File: src/rtl/pe_conv_pkg.sv
// Shared types and constants for the multi-filter 1-D convolution PE.
package pe_conv_pkg;

    // Default parameter values for the PE and its interface.
    localparam int DEF_DATA_W       = 8;
    localparam int DEF_NUM_FILT     = 2;
    localparam int DEF_MAX_FILT_LEN = 16;
    localparam int DEF_MAX_IF_LEN   = 32;
    localparam int DEF_PSUM_W       = 20;

    // Control FSM states, also exposed on the debug port.
    typedef enum logic [2:0] {
        IDLE,
        LOAD_FILT,
        LOAD_IF,
        MAC,
        EMIT,
        DONE
    } state_t;

    // Width of a counter that must hold values 0..max_val inclusive.
    function automatic int cnt_w(input int max_val);
        return $clog2(max_val + 1);
    endfunction

    // Width of an index into n entries (never less than one bit).
    function automatic int idx_w(input int n);
        return (n > 1) ? $clog2(n) : 1;
    endfunction

endpackage

File: src/rtl/pe_conv_multifilt_if.sv
// Configuration, load, partial-sum and result ports of the convolution PE.
//
// Every valid/ready pair follows the same rule: a word moves on the rising
// edge where both valid and ready are high. The producer keeps valid and its
// data stable until that edge and never waits for ready before raising valid;
// the consumer may raise ready without waiting for valid.
interface pe_conv_multifilt_if
    import pe_conv_pkg::*;
#(
    parameter int DATA_W       = DEF_DATA_W,
    parameter int NUM_FILT     = DEF_NUM_FILT,
    parameter int MAX_FILT_LEN = DEF_MAX_FILT_LEN,
    parameter int MAX_IF_LEN   = DEF_MAX_IF_LEN,
    parameter int PSUM_W       = DEF_PSUM_W
);
    localparam int FLW = cnt_w(MAX_FILT_LEN);
    localparam int ILW = cnt_w(MAX_IF_LEN);
    localparam int FIW = idx_w(NUM_FILT);

    logic              start;
    logic [FLW-1:0]    filt_len;
    logic [ILW-1:0]    if_len;
    logic [ILW-1:0]    stride;
    logic              psum_mode;
    logic              filt_valid;
    logic              filt_ready;
    logic [DATA_W-1:0] filt_data;
    logic              if_valid;
    logic              if_ready;
    logic [DATA_W-1:0] if_data;
    logic              inpsum_valid;
    logic              inpsum_ready;
    logic [PSUM_W-1:0] inpsum_data;
    logic              out_valid;
    logic              out_ready;
    logic [PSUM_W-1:0] out_data;
    logic [FIW-1:0]    out_filt;
    logic              out_last;
    logic              busy;
    logic              done;
    logic              err;

    modport master (
        output start, filt_len, if_len, stride, psum_mode,
        output filt_valid, filt_data, if_valid, if_data,
        output inpsum_valid, inpsum_data, out_ready,
        input  filt_ready, if_ready, inpsum_ready,
        input  out_valid, out_data, out_filt, out_last, busy, done, err
    );

    modport slave (
        input  start, filt_len, if_len, stride, psum_mode,
        input  filt_valid, filt_data, if_valid, if_data,
        input  inpsum_valid, inpsum_data, out_ready,
        output filt_ready, if_ready, inpsum_ready,
        output out_valid, out_data, out_filt, out_last, busy, done, err
    );

endinterface

File: src/rtl/pe_scratch.sv
// Scratchpad register file: synchronous write, asynchronous read, no reset.
module pe_scratch
    import pe_conv_pkg::*;
#(
    parameter int DEPTH = DEF_MAX_IF_LEN,
    parameter int WIDTH = DEF_DATA_W,
    localparam int AW   = idx_w(DEPTH)
) (
    input  logic             clk,
    input  logic             we_i,
    input  logic [AW-1:0]    waddr_i,
    input  logic [WIDTH-1:0] wdata_i,
    input  logic [AW-1:0]    raddr_i,
    output logic [WIDTH-1:0] rdata_o
);
    logic [WIDTH-1:0] mem_q [DEPTH];

    // Store one word per enabled cycle; contents are don't-care after reset.
    always_ff @(posedge clk) begin
        if (we_i) begin
            mem_q[waddr_i] <= wdata_i;
        end
    end

    assign rdata_o = mem_q[raddr_i];

endmodule

File: src/rtl/pe_conv_multifilt.sv
// Multi-filter 1-D convolution PE: loads NUM_FILT filters and one IF row,
// then evaluates every strided window against every filter on one MAC,
// optionally adding an incoming partial sum to each result.
module pe_conv_multifilt
    import pe_conv_pkg::*;
#(
    parameter int DATA_W       = DEF_DATA_W,
    parameter int NUM_FILT     = DEF_NUM_FILT,
    parameter int MAX_FILT_LEN = DEF_MAX_FILT_LEN,
    parameter int MAX_IF_LEN   = DEF_MAX_IF_LEN,
    parameter int PSUM_W       = DEF_PSUM_W
) (
    input  logic               clk,
    input  logic               rst,
    pe_conv_multifilt_if.slave bus,
    output state_t             state_o
);
    localparam int FLW    = cnt_w(MAX_FILT_LEN);
    localparam int ILW    = cnt_w(MAX_IF_LEN);
    localparam int FIW    = idx_w(NUM_FILT);
    localparam int FDEPTH = NUM_FILT * MAX_FILT_LEN;
    localparam int FAW    = idx_w(FDEPTH);
    localparam int IAW    = idx_w(MAX_IF_LEN);
    localparam int PW     = 2 * DATA_W;
    localparam int CW     = ILW + 2;

    localparam logic [FLW-1:0] MAX_FL = FLW'(MAX_FILT_LEN);
    localparam logic [ILW-1:0] MAX_IL = ILW'(MAX_IF_LEN);
    localparam logic [FIW-1:0] LAST_F = FIW'(NUM_FILT - 1);

    state_t            state_q, state_d;
    logic [FLW-1:0]    filt_len_q;
    logic [ILW-1:0]    if_len_q, stride_q;
    logic              psum_mode_q;
    logic [FLW-1:0]    k_q, k_d;
    logic [FIW-1:0]    f_q, f_d;
    logic [ILW-1:0]    idx_q, idx_d;
    logic [ILW-1:0]    win_q, win_d;
    logic [PSUM_W-1:0] acc_q, acc_d;
    logic              psum_got_q, psum_got_d;
    logic              err_q, err_d;

    logic              cfg_load, cfg_bad;
    logic              filt_we, if_we;
    logic              filt_ready, if_ready, inpsum_ready, out_valid, done;
    logic [FAW-1:0]    filt_addr;
    logic [IAW-1:0]    if_addr;
    logic [DATA_W-1:0] filt_rd, if_rd;
    logic signed [PW-1:0]     prod;
    logic signed [PSUM_W-1:0] prod_ext;
    logic [ILW:0]      win_next;
    logic              more_win, last_f, last_tap;

    // Filter taps live at f*MAX_FILT_LEN + k; loading and MAC share the address.
    assign filt_addr = FAW'(int'(f_q) * MAX_FILT_LEN + int'(k_q));
    assign if_addr   = (state_q == LOAD_IF) ? IAW'(idx_q) : IAW'(win_q + ILW'(k_q));

    pe_scratch #(.DEPTH(FDEPTH), .WIDTH(DATA_W)) u_filt_mem (
        .clk     (clk),
        .we_i    (filt_we),
        .waddr_i (filt_addr),
        .wdata_i (bus.filt_data),
        .raddr_i (filt_addr),
        .rdata_o (filt_rd)
    );

    pe_scratch #(.DEPTH(MAX_IF_LEN), .WIDTH(DATA_W)) u_if_mem (
        .clk     (clk),
        .we_i    (if_we),
        .waddr_i (if_addr),
        .wdata_i (bus.if_data),
        .raddr_i (if_addr),
        .rdata_o (if_rd)
    );

    // Full-precision signed product, sign-extended into the accumulator width.
    assign prod     = $signed(if_rd) * $signed(filt_rd);
    assign prod_ext = PSUM_W'(prod);

    // Next window start is one bit wider so a large stride cannot wrap.
    assign win_next = {1'b0, win_q} + {1'b0, stride_q};
    assign more_win = (CW'(win_next) + CW'(filt_len_q)) <= CW'(if_len_q);
    assign last_f   = (f_q == LAST_F);
    assign last_tap = (k_q == filt_len_q - FLW'(1));

    assign cfg_bad = (bus.filt_len == '0) || (bus.filt_len > MAX_FL) ||
                     (bus.stride == '0) || (bus.if_len > MAX_IL) ||
                     (bus.if_len < ILW'(bus.filt_len));

    // Next-state, counter and handshake logic for the row sequence.
    always_comb begin
        state_d      = state_q;
        k_d          = k_q;
        f_d          = f_q;
        idx_d        = idx_q;
        win_d        = win_q;
        acc_d        = acc_q;
        psum_got_d   = psum_got_q;
        err_d        = err_q;
        cfg_load     = 1'b0;
        filt_we      = 1'b0;
        if_we        = 1'b0;
        filt_ready   = 1'b0;
        if_ready     = 1'b0;
        inpsum_ready = 1'b0;
        out_valid    = 1'b0;
        done         = 1'b0;
        unique case (state_q)
            IDLE: begin
                if (bus.start) begin
                    cfg_load = 1'b1;
                    err_d    = cfg_bad;
                    k_d      = '0;
                    f_d      = '0;
                    idx_d    = '0;
                    win_d    = '0;
                    acc_d    = '0;
                    state_d  = cfg_bad ? DONE : LOAD_FILT;
                end
            end
            LOAD_FILT: begin
                filt_ready = 1'b1;
                if (bus.filt_valid) begin
                    filt_we = 1'b1;
                    if (last_tap) begin
                        k_d = '0;
                        if (last_f) begin
                            f_d     = '0;
                            state_d = LOAD_IF;
                        end else begin
                            f_d = f_q + FIW'(1);
                        end
                    end else begin
                        k_d = k_q + FLW'(1);
                    end
                end
            end
            LOAD_IF: begin
                if_ready = 1'b1;
                if (bus.if_valid) begin
                    if_we = 1'b1;
                    if (idx_q == if_len_q - ILW'(1)) begin
                        idx_d   = '0;
                        win_d   = '0;
                        f_d     = '0;
                        k_d     = '0;
                        state_d = MAC;
                    end else begin
                        idx_d = idx_q + ILW'(1);
                    end
                end
            end
            MAC: begin
                // The first tap of each (window, filter) restarts the sum.
                acc_d = ((k_q == '0) ? '0 : acc_q) + prod_ext;
                if (last_tap) begin
                    k_d        = '0;
                    psum_got_d = 1'b0;
                    state_d    = EMIT;
                end else begin
                    k_d = k_q + FLW'(1);
                end
            end
            EMIT: begin
                // The partial sum is folded into acc so the result stays put
                // while the output side stalls.
                inpsum_ready = psum_mode_q && !psum_got_q;
                if (inpsum_ready && bus.inpsum_valid) begin
                    acc_d      = acc_q + bus.inpsum_data;
                    psum_got_d = 1'b1;
                end
                out_valid = !psum_mode_q || psum_got_q;
                if (out_valid && bus.out_ready) begin
                    if (!last_f) begin
                        f_d     = f_q + FIW'(1);
                        state_d = MAC;
                    end else begin
                        f_d     = '0;
                        win_d   = win_next[ILW-1:0];
                        state_d = more_win ? MAC : DONE;
                    end
                end
            end
            DONE: begin
                done    = 1'b1;
                state_d = IDLE;
            end
            default: state_d = IDLE;
        endcase
    end

    // State, counters, accumulator and latched configuration.
    always_ff @(posedge clk or posedge rst) begin
        if (rst) begin
            state_q     <= IDLE;
            k_q         <= '0;
            f_q         <= '0;
            idx_q       <= '0;
            win_q       <= '0;
            acc_q       <= '0;
            psum_got_q  <= 1'b0;
            err_q       <= 1'b0;
            filt_len_q  <= '0;
            if_len_q    <= '0;
            stride_q    <= '0;
            psum_mode_q <= 1'b0;
        end else begin
            state_q    <= state_d;
            k_q        <= k_d;
            f_q        <= f_d;
            idx_q      <= idx_d;
            win_q      <= win_d;
            acc_q      <= acc_d;
            psum_got_q <= psum_got_d;
            err_q      <= err_d;
            if (cfg_load) begin
                filt_len_q  <= bus.filt_len;
                if_len_q    <= bus.if_len;
                stride_q    <= bus.stride;
                psum_mode_q <= bus.psum_mode;
            end
        end
    end

    assign bus.filt_ready   = filt_ready;
    assign bus.if_ready     = if_ready;
    assign bus.inpsum_ready = inpsum_ready;
    assign bus.out_valid    = out_valid;
    assign bus.out_data     = acc_q;
    assign bus.out_filt     = f_q;
    assign bus.out_last     = (state_q == EMIT) && last_f && !more_win;
    assign bus.busy         = (state_q != IDLE);
    assign bus.done         = done;
    assign bus.err          = err_q;
    assign state_o          = state_q;

endmodule

File: src/flat_wrapper.sv
// flat-port wrapper written by rule: the top's interface ports become plain ports
module pe_conv_multifilt_flat import pe_conv_pkg::*;
#(
    parameter int DATA_W       = DEF_DATA_W,
    parameter int NUM_FILT     = DEF_NUM_FILT,
    parameter int MAX_FILT_LEN = DEF_MAX_FILT_LEN,
    parameter int MAX_IF_LEN   = DEF_MAX_IF_LEN,
    parameter int PSUM_W       = DEF_PSUM_W
)
  (clk, rst, state_o, bus_start, bus_filt_len, bus_if_len, bus_stride, bus_psum_mode, bus_filt_valid, bus_filt_data, bus_if_valid, bus_if_data, bus_inpsum_valid, bus_inpsum_data, bus_out_ready, bus_filt_ready, bus_if_ready, bus_inpsum_ready, bus_out_valid, bus_out_data, bus_out_filt, bus_out_last, bus_busy, bus_done, bus_err);
  pe_conv_multifilt_if #(.DATA_W(DATA_W), .NUM_FILT(NUM_FILT), .MAX_FILT_LEN(MAX_FILT_LEN), .MAX_IF_LEN(MAX_IF_LEN), .PSUM_W(PSUM_W)) bus_i ();
  input  logic clk;
  input  logic rst;
  output state_t state_o;
  input wire logic [$bits(bus_i.start)-1:0] bus_start;
  input wire logic [$bits(bus_i.filt_len)-1:0] bus_filt_len;
  input wire logic [$bits(bus_i.if_len)-1:0] bus_if_len;
  input wire logic [$bits(bus_i.stride)-1:0] bus_stride;
  input wire logic [$bits(bus_i.psum_mode)-1:0] bus_psum_mode;
  input wire logic [$bits(bus_i.filt_valid)-1:0] bus_filt_valid;
  input wire logic [$bits(bus_i.filt_data)-1:0] bus_filt_data;
  input wire logic [$bits(bus_i.if_valid)-1:0] bus_if_valid;
  input wire logic [$bits(bus_i.if_data)-1:0] bus_if_data;
  input wire logic [$bits(bus_i.inpsum_valid)-1:0] bus_inpsum_valid;
  input wire logic [$bits(bus_i.inpsum_data)-1:0] bus_inpsum_data;
  input wire logic [$bits(bus_i.out_ready)-1:0] bus_out_ready;
  output wire logic [$bits(bus_i.filt_ready)-1:0] bus_filt_ready;
  output wire logic [$bits(bus_i.if_ready)-1:0] bus_if_ready;
  output wire logic [$bits(bus_i.inpsum_ready)-1:0] bus_inpsum_ready;
  output wire logic [$bits(bus_i.out_valid)-1:0] bus_out_valid;
  output wire logic [$bits(bus_i.out_data)-1:0] bus_out_data;
  output wire logic [$bits(bus_i.out_filt)-1:0] bus_out_filt;
  output wire logic [$bits(bus_i.out_last)-1:0] bus_out_last;
  output wire logic [$bits(bus_i.busy)-1:0] bus_busy;
  output wire logic [$bits(bus_i.done)-1:0] bus_done;
  output wire logic [$bits(bus_i.err)-1:0] bus_err;
  assign bus_i.start = bus_start;
  assign bus_i.filt_len = bus_filt_len;
  assign bus_i.if_len = bus_if_len;
  assign bus_i.stride = bus_stride;
  assign bus_i.psum_mode = bus_psum_mode;
  assign bus_i.filt_valid = bus_filt_valid;
  assign bus_i.filt_data = bus_filt_data;
  assign bus_i.if_valid = bus_if_valid;
  assign bus_i.if_data = bus_if_data;
  assign bus_i.inpsum_valid = bus_inpsum_valid;
  assign bus_i.inpsum_data = bus_inpsum_data;
  assign bus_i.out_ready = bus_out_ready;
  assign bus_filt_ready = bus_i.filt_ready;
  assign bus_if_ready = bus_i.if_ready;
  assign bus_inpsum_ready = bus_i.inpsum_ready;
  assign bus_out_valid = bus_i.out_valid;
  assign bus_out_data = bus_i.out_data;
  assign bus_out_filt = bus_i.out_filt;
  assign bus_out_last = bus_i.out_last;
  assign bus_busy = bus_i.busy;
  assign bus_done = bus_i.done;
  assign bus_err = bus_i.err;
  pe_conv_multifilt #(.DATA_W(DATA_W), .NUM_FILT(NUM_FILT), .MAX_FILT_LEN(MAX_FILT_LEN), .MAX_IF_LEN(MAX_IF_LEN), .PSUM_W(PSUM_W)) u_core (.clk(clk), .rst(rst), .bus(bus_i), .state_o(state_o));
endmodule
File: config.mk
export PLATFORM = sky130hd
export DESIGN_NAME = pe_conv_multifilt_flat
export DESIGN_NICKNAME = d
export VERILOG_FILES = /design/src/rtl/pe_conv_pkg.sv /design/src/rtl/pe_conv_multifilt_if.sv /design/src/rtl/pe_scratch.sv /design/src/rtl/pe_conv_multifilt.sv /design/src/flat_wrapper.sv
export SDC_FILE = /design/constraint.sdc
export NUM_CORES = 1
export LEC_CHECK = 0
export ABC_AREA = 1
export BUFFER_PORTS_ARGS = -buffer_cell sky130_fd_sc_hd__buf_2
export CAP_MARGIN = 20
export CORE_MARGIN = 2
export CORE_UTILIZATION = 35
export CTS_BUF_LIST = sky130_fd_sc_hd__clkbuf_4 sky130_fd_sc_hd__clkbuf_8
export CTS_CLUSTER_DIAMETER = 40
export CTS_CLUSTER_SIZE = 20
export DETAILED_ROUTE_END_ITERATION = 16
export PLACE_DENSITY = 0.52
export SLEW_MARGIN = 40
export SYNTH_ARGS = -nofsm -noshare
export SYNTH_HDL_FRONTEND = slang
export SYNTH_SLANG_ARGS = --single-unit
File: constraint.sdc
create_clock -name clk -period 13.15 [get_ports clk]
set_clock_uncertainty 0.2 [all_clocks]
set_input_delay 0 -clock clk [delete_from_list [all_inputs] [get_ports clk]]
set_output_delay 0 -clock clk [all_outputs]
set_load 0.01 [all_outputs]
# Word level (Yosys, flattened, before mapping)
# Memory sizes are Yosys's and may differ from the RTL's.
# Index checks and enable logic that the tools add are counted.
[word_totals]
n_memories = 2
reg_bits = 61
input_bits = 61
ram_bits = 512
word_cells = 137
output_inout_bits = 32
[mem_list]
columns = ["name", "words", "word_bits", "rd", "rd_ports_with_merged_regs", "write_ports", "line", "rtl"]
rows = [
  ["u_core.u_filt_mem.mem_q", 32, 8, 1, 0, 1, "pe_scratch.sv:16", "logic [WIDTH-1:0] mem_q [DEPTH];"],
  ["u_core.u_if_mem.mem_q", 32, 8, 1, 0, 1, "pe_scratch.sv:16", ""],
]
[op_classes]
mux = 58
n_reduce_logical = 32
order_cmp = 4
multipliers = 1
add_sub_neg = 11
eq_ne = 17
[ops]
columns = ["operator", "count"]
rows = [
  ["20-bit two-way mux", 3],
  ["20-bit one-hot mux with 3 select lines", 1],
  ["6-bit two-way mux", 7],
  ["20-bit adder", 2],
  ["3-bit two-way mux", 11],
  ["5-bit two-way mux", 6],
  ["1-bit two-way mux", 24],
  ["5-bit one-hot mux with 4 select lines", 1],
  ["6-bit one-hot mux with 3 select lines", 1],
  ["8-bit by 8-bit multiplier with 16-bit output", 1],
  ["3-bit one-hot mux with 5 select lines", 1],
  ["2-bit by 1-bit inequality test with 1-bit output (second input constant)", 6],
  ["6-bit one-hot mux with 2 select lines", 1],
  ["5-bit adder", 2],
  ["5-bit logical NOT", 2],
  ["3-bit AND reduction", 3],
  ["3-bit nonzero test", 3],
  ["7-bit by 5-bit adder with 8-bit output", 1],
  ["8-bit by 6-bit less-or-equal comparator with 1-bit output", 1],
  ["2-bit inequality test (second input constant)", 4],
  ["8-bit AND reduction", 1],
  ["4-bit nonzero test", 2],
  ["6-bit by 6-bit adder with 7-bit output", 1],
  ["7-bit AND reduction", 1],
  ["other kinds (24)", 37],
]

# Depth between registers and ports, before layout
# Gate-level depths: netlist (run 1).
[logic_depth]
word_depth = 8
depth_mapped = 43
mapped_depth_nobuf = 43

# Hierarchy
# A second synthesis (run 1) with hierarchy kept.
[unflattened]
cells_unflattened = 3149
hier_area_um2 = 30305.3
[modules_own_cells]
columns = ["module", "n_inst", "seq_area_each_um2", "cells_each", "area_per_inst_um2"]
rows = [
  ["pe_scratch", 2, 7687.4, 914, 10626.4],
  ["pe_conv_multifilt", 1, 1526.5, 1321, 9052.4],
]

# Worst setup path after synthesis (run 1)
# No wires, ideal clock.
[synth_timing]
path_type = "flip-flop to flip-flop"
from = "register u_core.k_q[0]"
to = "register u_core.acc_q[17] (netlist: u_core.bus.out_data[17])"
required_time_ns = 12.819
path_buffers = 0
setup_time_ns = 0.131
path_slack_ns = 6.019
period_less_slack_ns = 7.131
stages_incl_launch_ff = 38
arrival_ns = 6.800
path_cell_list = "dfrtp_1 -> ha_1 -> fa_1 -> nand3_1 -> nand2_1 -> xor2_1 -> o21ai_4 -> nor3_2 -> o21ai_0 -> nand2_1 -> nor2_4 -> nand2_2 -> nor2_1 -> fa_1 -> inv_1 -> fa_1 -> inv_1 -> fa_1 -> [... 2 more ...] -> inv_1 -> ha_1 -> a21oi_1 -> nand2_1 -> a21oi_1 -> o21ai_0 -> a21oi_1 -> xnor2_1 -> ha_1 -> nand2_1 -> nor4_1 -> nand4_1 -> nand3_1 -> a21oi_1 -> o21ai_0 -> o21ai_0 -> nand2_1 -> o21ai_0"
[synth_between]
elab_chain_len = 6
elab_cells_between_ends = 10
cone_classes = "3 x add/sub; 1 x mul; 3 x mux; 1 x reduce/logical; 2 x memory"
[synth_rtl]
columns = ["item", "line", "rtl"]
rows = [
  ["start: declaration", "pe_conv_multifilt.sv:35", "logic [FLW-1:0] k_q, k_d;"],
  ["start signal: assignment", "pe_conv_multifilt.sv:209", "k_q <= k_d;"],
  ["5-bit adder", "pe_conv_multifilt.sv:56", "assign if_addr = (state_q == LOAD_IF) ? IAW'(idx_q) : IAW'(win_q + ILW'(k_q));"],
  ["5-bit two-way mux", "pe_conv_multifilt.sv:56", ""],
  ["memory read 32 x 8 bit", "--", ""],
  ["8-bit by 8-bit multiplier with 16-bit output", "pe_conv_multifilt.sv:77", "assign prod = $signed(if_rd) * $signed(filt_rd);"],
  ["20-bit adder (*)", "pe_conv_multifilt.sv:155", "acc_d = ((k_q == '0) ? '0 : acc_q) + prod_ext;"],
  ["20-bit one-hot mux with 3 select lines (*)", "pe_conv_multifilt.sv:108", "unique case (state_q)"],
  ["end signal: assignment", "pe_conv_multifilt.sv:200", "acc_q <= '0;"],
  ["end signal: assignment", "pe_conv_multifilt.sv:213", "acc_q <= acc_d;"],
  ["end: declaration", "pe_conv_multifilt.sv:39", "logic [PSUM_W-1:0] acc_q, acc_d;"],
]
# Mark *: on every way between the ends. The rest lies on a longest branch, timed or not.
# A chain may end at the register's enable or synchronous reset.

# Worst setup path after layout (run 1)
# Ends and elaborated chain as after synthesis.

==> metrics.md, run 1 <==
| Metric | Value |
|---|---|
| Status | `complete, no violations` |
| Root buf cell | `clkbuf_8` |
| Unrepaired setup endpoints after global routing | `false` |
| Initial core utilization | `0.3544` |
| Num CTS Buffers | `85` |
| Total Wirelength | `75500 um` |
| Synth-to-layout area growth | `16.63%` |
| Slew headroom | `0.4250` |
| Largest net degree at the start of global routing | `82` |
| DR vias | `20470` |
| All-Layer GR Usage | `0.1786` |
| CP dominant cell by count | `nand2_1` |
| Die X-Extent | `289.8 um` |
| Measured slew at the worst slew-check pin | `0.8593 ns` |
| Fin Setup TNS | `0 ns` |
| HP Start | `bus_inpsum_data[0]` |
| # DRC | `0` |
| Max Cap Viol | `0` |
| Slowest stage cell, crit path | `dfrtp_4` |
| Crit path required time | `13.50 ns` |
| YS warnings | `0` |
| Seq cells post-synth | `573` |
| Total grt overflow | `0` |
| Worst Hold Class | `in2reg` |
| # setup viols final | `0` |
| F_max | `108.1 MHz` |
| Final hold violations | `0` |
| Tcrit/Tclk final | `0.7036` |
| Port bufs | `92` |
| Cells after Synth | `2628` |
| Slew Viols, Final | `0` |
| Clk Latency, worst-skew pair | `0.69 ns` |
| Setup Buffers After CTS | `0` |
| Setup CP Type | `reg2reg` |
| R2r worst-path depth | `38` |
| Post-synthesis sequential area ratio | `0.5911` |
| Hold Path Depth | `5` |
| First-pass GRT wire length | `118100 um` |
| Post-DP HPWL | `49580 um` |
| IO Pins | `93` |
| Synth cell types | `54` |
| Worst-path clk slew | `0.07 ns` |
| Antenna violations before repair | `3` |
| Drt first-iter violations | `1547` |
| Vias per cell | `5.123` |
| FF-to-FF Start | `u_core.k_q[0]` |
| Worst EP arrival | `9.60 ns` |
| Crit Path Max Fanout | `59` |
| CTS H-tree depth | `3` |
| Layout cells sized above 1 | `0.1220` |
| Post-DRT Antenna Nets | `0` |
| Average routed wire per standard cell | `18.90 um` |
| Reg2reg end | `u_core.bus.out_data[17]` |
| Clk buf depth | `3` |
| Die footprint | `84000 um2` |
| CP max stage delay | `0.86 ns` |
| Core area | `80680 um2` |
| CP Capture Type | `register` |
| Post-Syn Area per Cell | `10.88 um2` |
| Most frequent cells in the layout | `edfxtp_1, nand2_1, inv_1` |
| FP Rows | `104` |
| Startpoint Class | `register` |
| Net Count, Synth | `2849` |
| Vias in the first global route | `20850` |
| R2R Setup Slk | `3.90 ns` |
| GP Congestion | `0.8804` |
| CTS tree | `built` |
| Chip Height | `289.8 um` |
| Most common cell after layout, fill and taps aside | `edfxtp_1` |
| Final hold slack | `0.1148 ns` |
| DR pass1 iterations | `5` |
| Final nets | `3086` |
| Area of the mapped netlist | `28590 um2` |
| CTS Sinks | `573` |
| Min cycle time layout | `9.252 ns` |
| WHS Endpoint | `u_core.bus.out_data[0]` |
[cell type report]
cell class,count,area [um2]
multi-input cells,1712,10380
clock buffers,92,1229
diodes,1,2.502
fillers,7614,47330
clock inverters,64,683.2
repair buffers,230,1829
flip-flops and latches,573,16910
inverters,263,991.0
well taps,1060,1326
[repair_timing]
| action | in CTS | in global routing |
|---|---|---|
| hold buffers | 125 | 0 |
| resized for setup | 0 | 0 |
| hold endpoints to repair | 634 | 0 |
[per-layer routing]
metal | track usage | share of wire
met1 | 0.2440 | 0.45
met2 | 0.2888 | 0.46
met3 | 0.02704 | 0.055
met4 | 0.06555 | 0.030
met5 | 0 | 0.00033
[cells in the mapped netlist (all sizes together)]
library cell	count	area (um2)
nor2	235	922.1
fa	61	1221
o2111ai	8	70.07
a21oi	184	920.9
xor2	28	245.2
o221ai	5	43.79
clkbuf	38	142.6
nand4	18	112.6
o211a	1	10.01
or2	36	225.2
inv	253	949.7
o22ai	102	638.1
edfxtp	512	15370
dfrtp	61	1526
nand3	96	528.0
a21boi	5	37.54
ha	99	1239
nor4	5	31.28
nand3b	5	37.54
a32oi	25	219.0
buf	42	245.2
o21bai	6	45.04
nor3	22	163.9
clkinv	10	37.54
or4	1	7.510
a22oi	26	195.2
a221oi	4	35.03
o21ai	167	880.8
xnor2	16	140.1
a22o	2	17.52
a31oi	14	87.58
o211ai	3	22.52
nand2	504	1912
a21o	9	67.56
a32o	21	210.2
nor3b	1	7.510
o21a	1	7.510
o31ai	2	15.01
[worst max path at each step]
stage | from | end | cells after the start
2_1_floorplan | u_core.k_q[0] | u_core.bus.out_data[17] | 37
3_3_place_gp | u_core.k_q[0] | u_core.bus.out_data[17] | 38
3_5_place_dp | u_core.k_q[0] | u_core.bus.out_data[17] | 38
4_1_cts | u_core.k_q[0] | u_core.bus.out_data[17] | 38
5_1_grt | u_core.k_q[0] | u_core.bus.out_data[17] | 38
6_report | u_core.k_q[0] | u_core.bus.out_data[17] | 38
[stage by stage]
step / worst slack (ns) / cell area, um2 / util / std cells
floorplan: 6.019 / 28590 / - / 2628
global placement: 4.102 / 30100 / 0.3731 / 3712
detailed placement: 3.946 / 30100 / 0.3731 / 3712
CTS: 3.896 / 33260 / 0.4123 / 3993
global route: 3.162 / 33350 / 0.4133 / 3995
finish: 3.898 / 33350 / 0.4133 / 3995
[registers in the layout, indices dropped and copies added, names as in the netlist]
signal,flops
u_core.bus.err,1
u_core.bus.out_data,20
u_core.bus.out_filt,1
u_core.filt_len_q,5
u_core.idx_q,6
u_core.if_len_q,6
u_core.k_q,5
u_core.psum_got_q,1
u_core.psum_mode_q,1
u_core.state_o,3
u_core.stride_q,6
u_core.u_filt_mem.mem_q,256
u_core.u_if_mem.mem_q,256
u_core.win_q,6
[worst max-delay path: cells and delay by family (launching register included)]
kind,cells,cell delay [ns]
adder cells (fa/ha/maj),8,3.46
AND/OR/NAND/NOR,13,1.84
AO/OA/AOI/OAI,10,1.41
buffers and inverters,6,1.22
flip-flops,1,0.86
XOR/XNOR,1,0.09
[cell families after synthesis]
logic type	after synthesis	share of synthesized area
XOR/XNOR	44	0.01348
AND/OR/NAND/NOR	923	0.1381
flip-flops	573	0.5911
adder cells (fa/ha/maj)	160	0.08603
buffers and inverters	343	0.04809
AO/OA/AOI/OAI	585	0.1232
Power of run 1 is not shown: default switching activity piles up to over one toggle a cycle in this logic, so the estimate is an artifact.
==> run 2, diff against run 1 <==
Settings changed: PLACE_DENSITY 0.52 to 0.54.
Clock period 13.15 ns to 8.1 ns, I/O delays scaled along.
==> metrics.md, run 2 (synthesized netlist as in run 1, its figures left out) <==
| Metric | Value |
|---|---|
| Synth-to-layout area growth | `23.11%` |
| Total Wirelength | `79690 um` |
| Core area | `80680 um2` |
| Largest net degree at the start of global routing | `134` |
| Final core occ | `0.4363` |
| Antenna violations before repair | `2` |
| FF-to-FF Start | `u_core.k_q[0]` |
| CP dominant cell by count | `nand2_1` |
| Drt first-iter violations | `1512` |
| Worst Hold Class | `in2reg` |
| # setup viols final | `0` |
| CTS tree | `built` |
| Cell Count Post-Placement | `3824` |
| Startpoint Class | `register` |
| F_max | `129.5 MHz` |
| Die footprint | `84000 um2` |
| Total grt overflow | `0` |
| CTS H-tree depth | `3` |
| Clk buf depth | `3` |
| Num CTS Buffers | `85` |
| Slew Viols, Final | `0` |
| Worst EP arrival | `8.13 ns` |
| Vias per cell | `5.134` |
| FP Rows | `104` |
| Final hold violations | `0` |
| Final nets | `3225` |
| Final hold slack | `0.09135 ns` |
| Max Cap Viol | `0` |
| HP Start | `bus_filt_len[4]` |
| Worst Slack Setup Final | `0.3772 ns` |
| Crit Path Max Fanout | `11` |
| Layout cells sized above 1 | `0.1835` |
| Post-DRT Antenna Nets | `0` |
| All-Layer GR Usage | `0.1825` |
| Measured slew at the worst slew-check pin | `0.8457 ns` |
| GP Congestion | `0.8930` |
| CP max stage delay | `0.54 ns` |
| # DRC | `0` |
| CP Capture Type | `register` |
| R2r worst-path depth | `39` |
| WHS Endpoint | `u_core.bus.err` |
| Clk Latency, worst-skew pair | `0.73 ns` |
| Slew headroom | `0.4341` |
| Chip Height | `289.8 um` |
| Most common cell after layout, fill and taps aside | `edfxtp_1` |
| Slowest stage cell, crit path | `fa_2` |
| First-pass GRT wire length | `120900 um` |
| Worst-path clk slew | `0.07 ns` |
| Setup CP Type | `reg2reg` |
| Min cycle time layout | `7.723 ns` |
| Tcrit/Tclk final | `0.9534` |
| Die X-Extent | `289.8 um` |
| Non-Filler Instances | `4135` |
| Filler cell count | `7552` |
| R2R Setup Slk | `0.38 ns` |
| Placement Setup Slack | `-0.06921 ns` |
| Reg2reg end | `u_core.bus.out_data[12]` |
| DR vias | `21230` |
| Most frequent cells in the layout | `edfxtp_1, nand2_1, inv_1` |
| Port bufs | `92` |
| Status | `complete, no violations` |
| Hold Path Depth | `6` |
| Initial core utilization | `0.3544` |
| Vias in the first global route | `21160` |
| IO Pins | `93` |
| DR pass1 iterations | `5` |
| Root buf cell | `clkbuf_8` |
| CTS Sinks | `573` |
| Crit path required time | `8.50 ns` |
| Post-DP HPWL | `52320 um` |
| Average routed wire per standard cell | `19.27 um` |
[run 2: changes by cell type in the layout (fill, tap and decap cells not counted), moves of 9 or more]
| cell | previous run | this run |
|---|---|---|
| ha_1 | 99 | 89 |
| a21oi_1 | 184 | 175 |
| a21oi_2 | 0 | 9 |
| o21ai_0 | 126 | 114 |
| nand2_2 | 4 | 13 |
| nand2_1 | 498 | 486 |
| buf_12 | 1 | 17 |
| buf_4 | 10 | 125 |
[run 2: how the worst max path moves through the flow]
stage	startpoint	to	slack, ns	cells after the start
4_1_cts	u_core.k_q[0]	u_core.bus.out_data[14]	0.002	38
6_report	u_core.k_q[0]	u_core.bus.out_data[12]	0.38	39
2_1_floorplan	u_core.k_q[0]	u_core.bus.out_data[17]	0.97	37
3_5_place_dp	u_core.k_q[0]	u_core.bus.out_data[17]	-0.07	40
5_1_grt	u_core.k_q[0]	u_core.bus.out_data[15]	-0.04	39
3_3_place_gp	u_core.k_q[0]	u_core.bus.out_data[17]	-0.02	40
[run 2: metrics by stage]
stage,TNS (ns),area (um2)
after floorplan,0,28590
after global placement,-0.02088,31070
after detailed placement,-0.06921,31080
after CTS,0,34310
after global routing,-0.1104,35200
final,0,35200
[run 2: worst max-delay path, delay by kind of cell, from the launching register on]
family          cells  cell delay (ns)
simple gates       15             1.45
fa+ha+maj           8             3.43
flops               1             0.50
buf+inv             9             0.94
compound gates      6             0.87
xor+xnor            1             0.18
[run 2: layout make-up]
| class | instances | area, um2 | share of cell area |
|---|---|---|---|
| flip-flops and latches | 573 | 16910 | 0.4803 |
| repair buffers | 367 | 3194 | 0.09075 |
| repair inverters | 1 | 7.507 | 0.0002133 |
| diodes | 1 | 2.502 | 0.00007109 |
| multi-input cells | 1713 | 10780 | 0.3062 |
| well taps | 1060 | 1326 | 0.03768 |
| inverters | 263 | 1007 | 0.02861 |
| clock inverters | 66 | 764.5 | 0.02172 |
| clock buffers | 91 | 1215 | 0.03451 |
[run 2: what timing repair did]
item	in CTS	in global routing
buffers inserted	0	21
gates cloned	0	10
setup endpoints to repair	2	11
gates resized for setup	5	104
pin swaps	1	39
endpoints found under the hold margin	634	0
hold buffers	122	0
[run 2: layer usage]
layer | wire [um] | share of wire | up-vias | global-route usage
li1 | - | - | 10100 | -
met1 | 36570 | 0.46 | 10470 | 0.2509
met2 | 37780 | 0.47 | 576 | 0.3035
met3 | 4217 | 0.053 | 88 | 0.02742
met4 | 1118 | 0.014 | 2 | 0.04484
met5 | 13 | 0.00016 | - | 0
Power of run 2 is left out for the same reason.
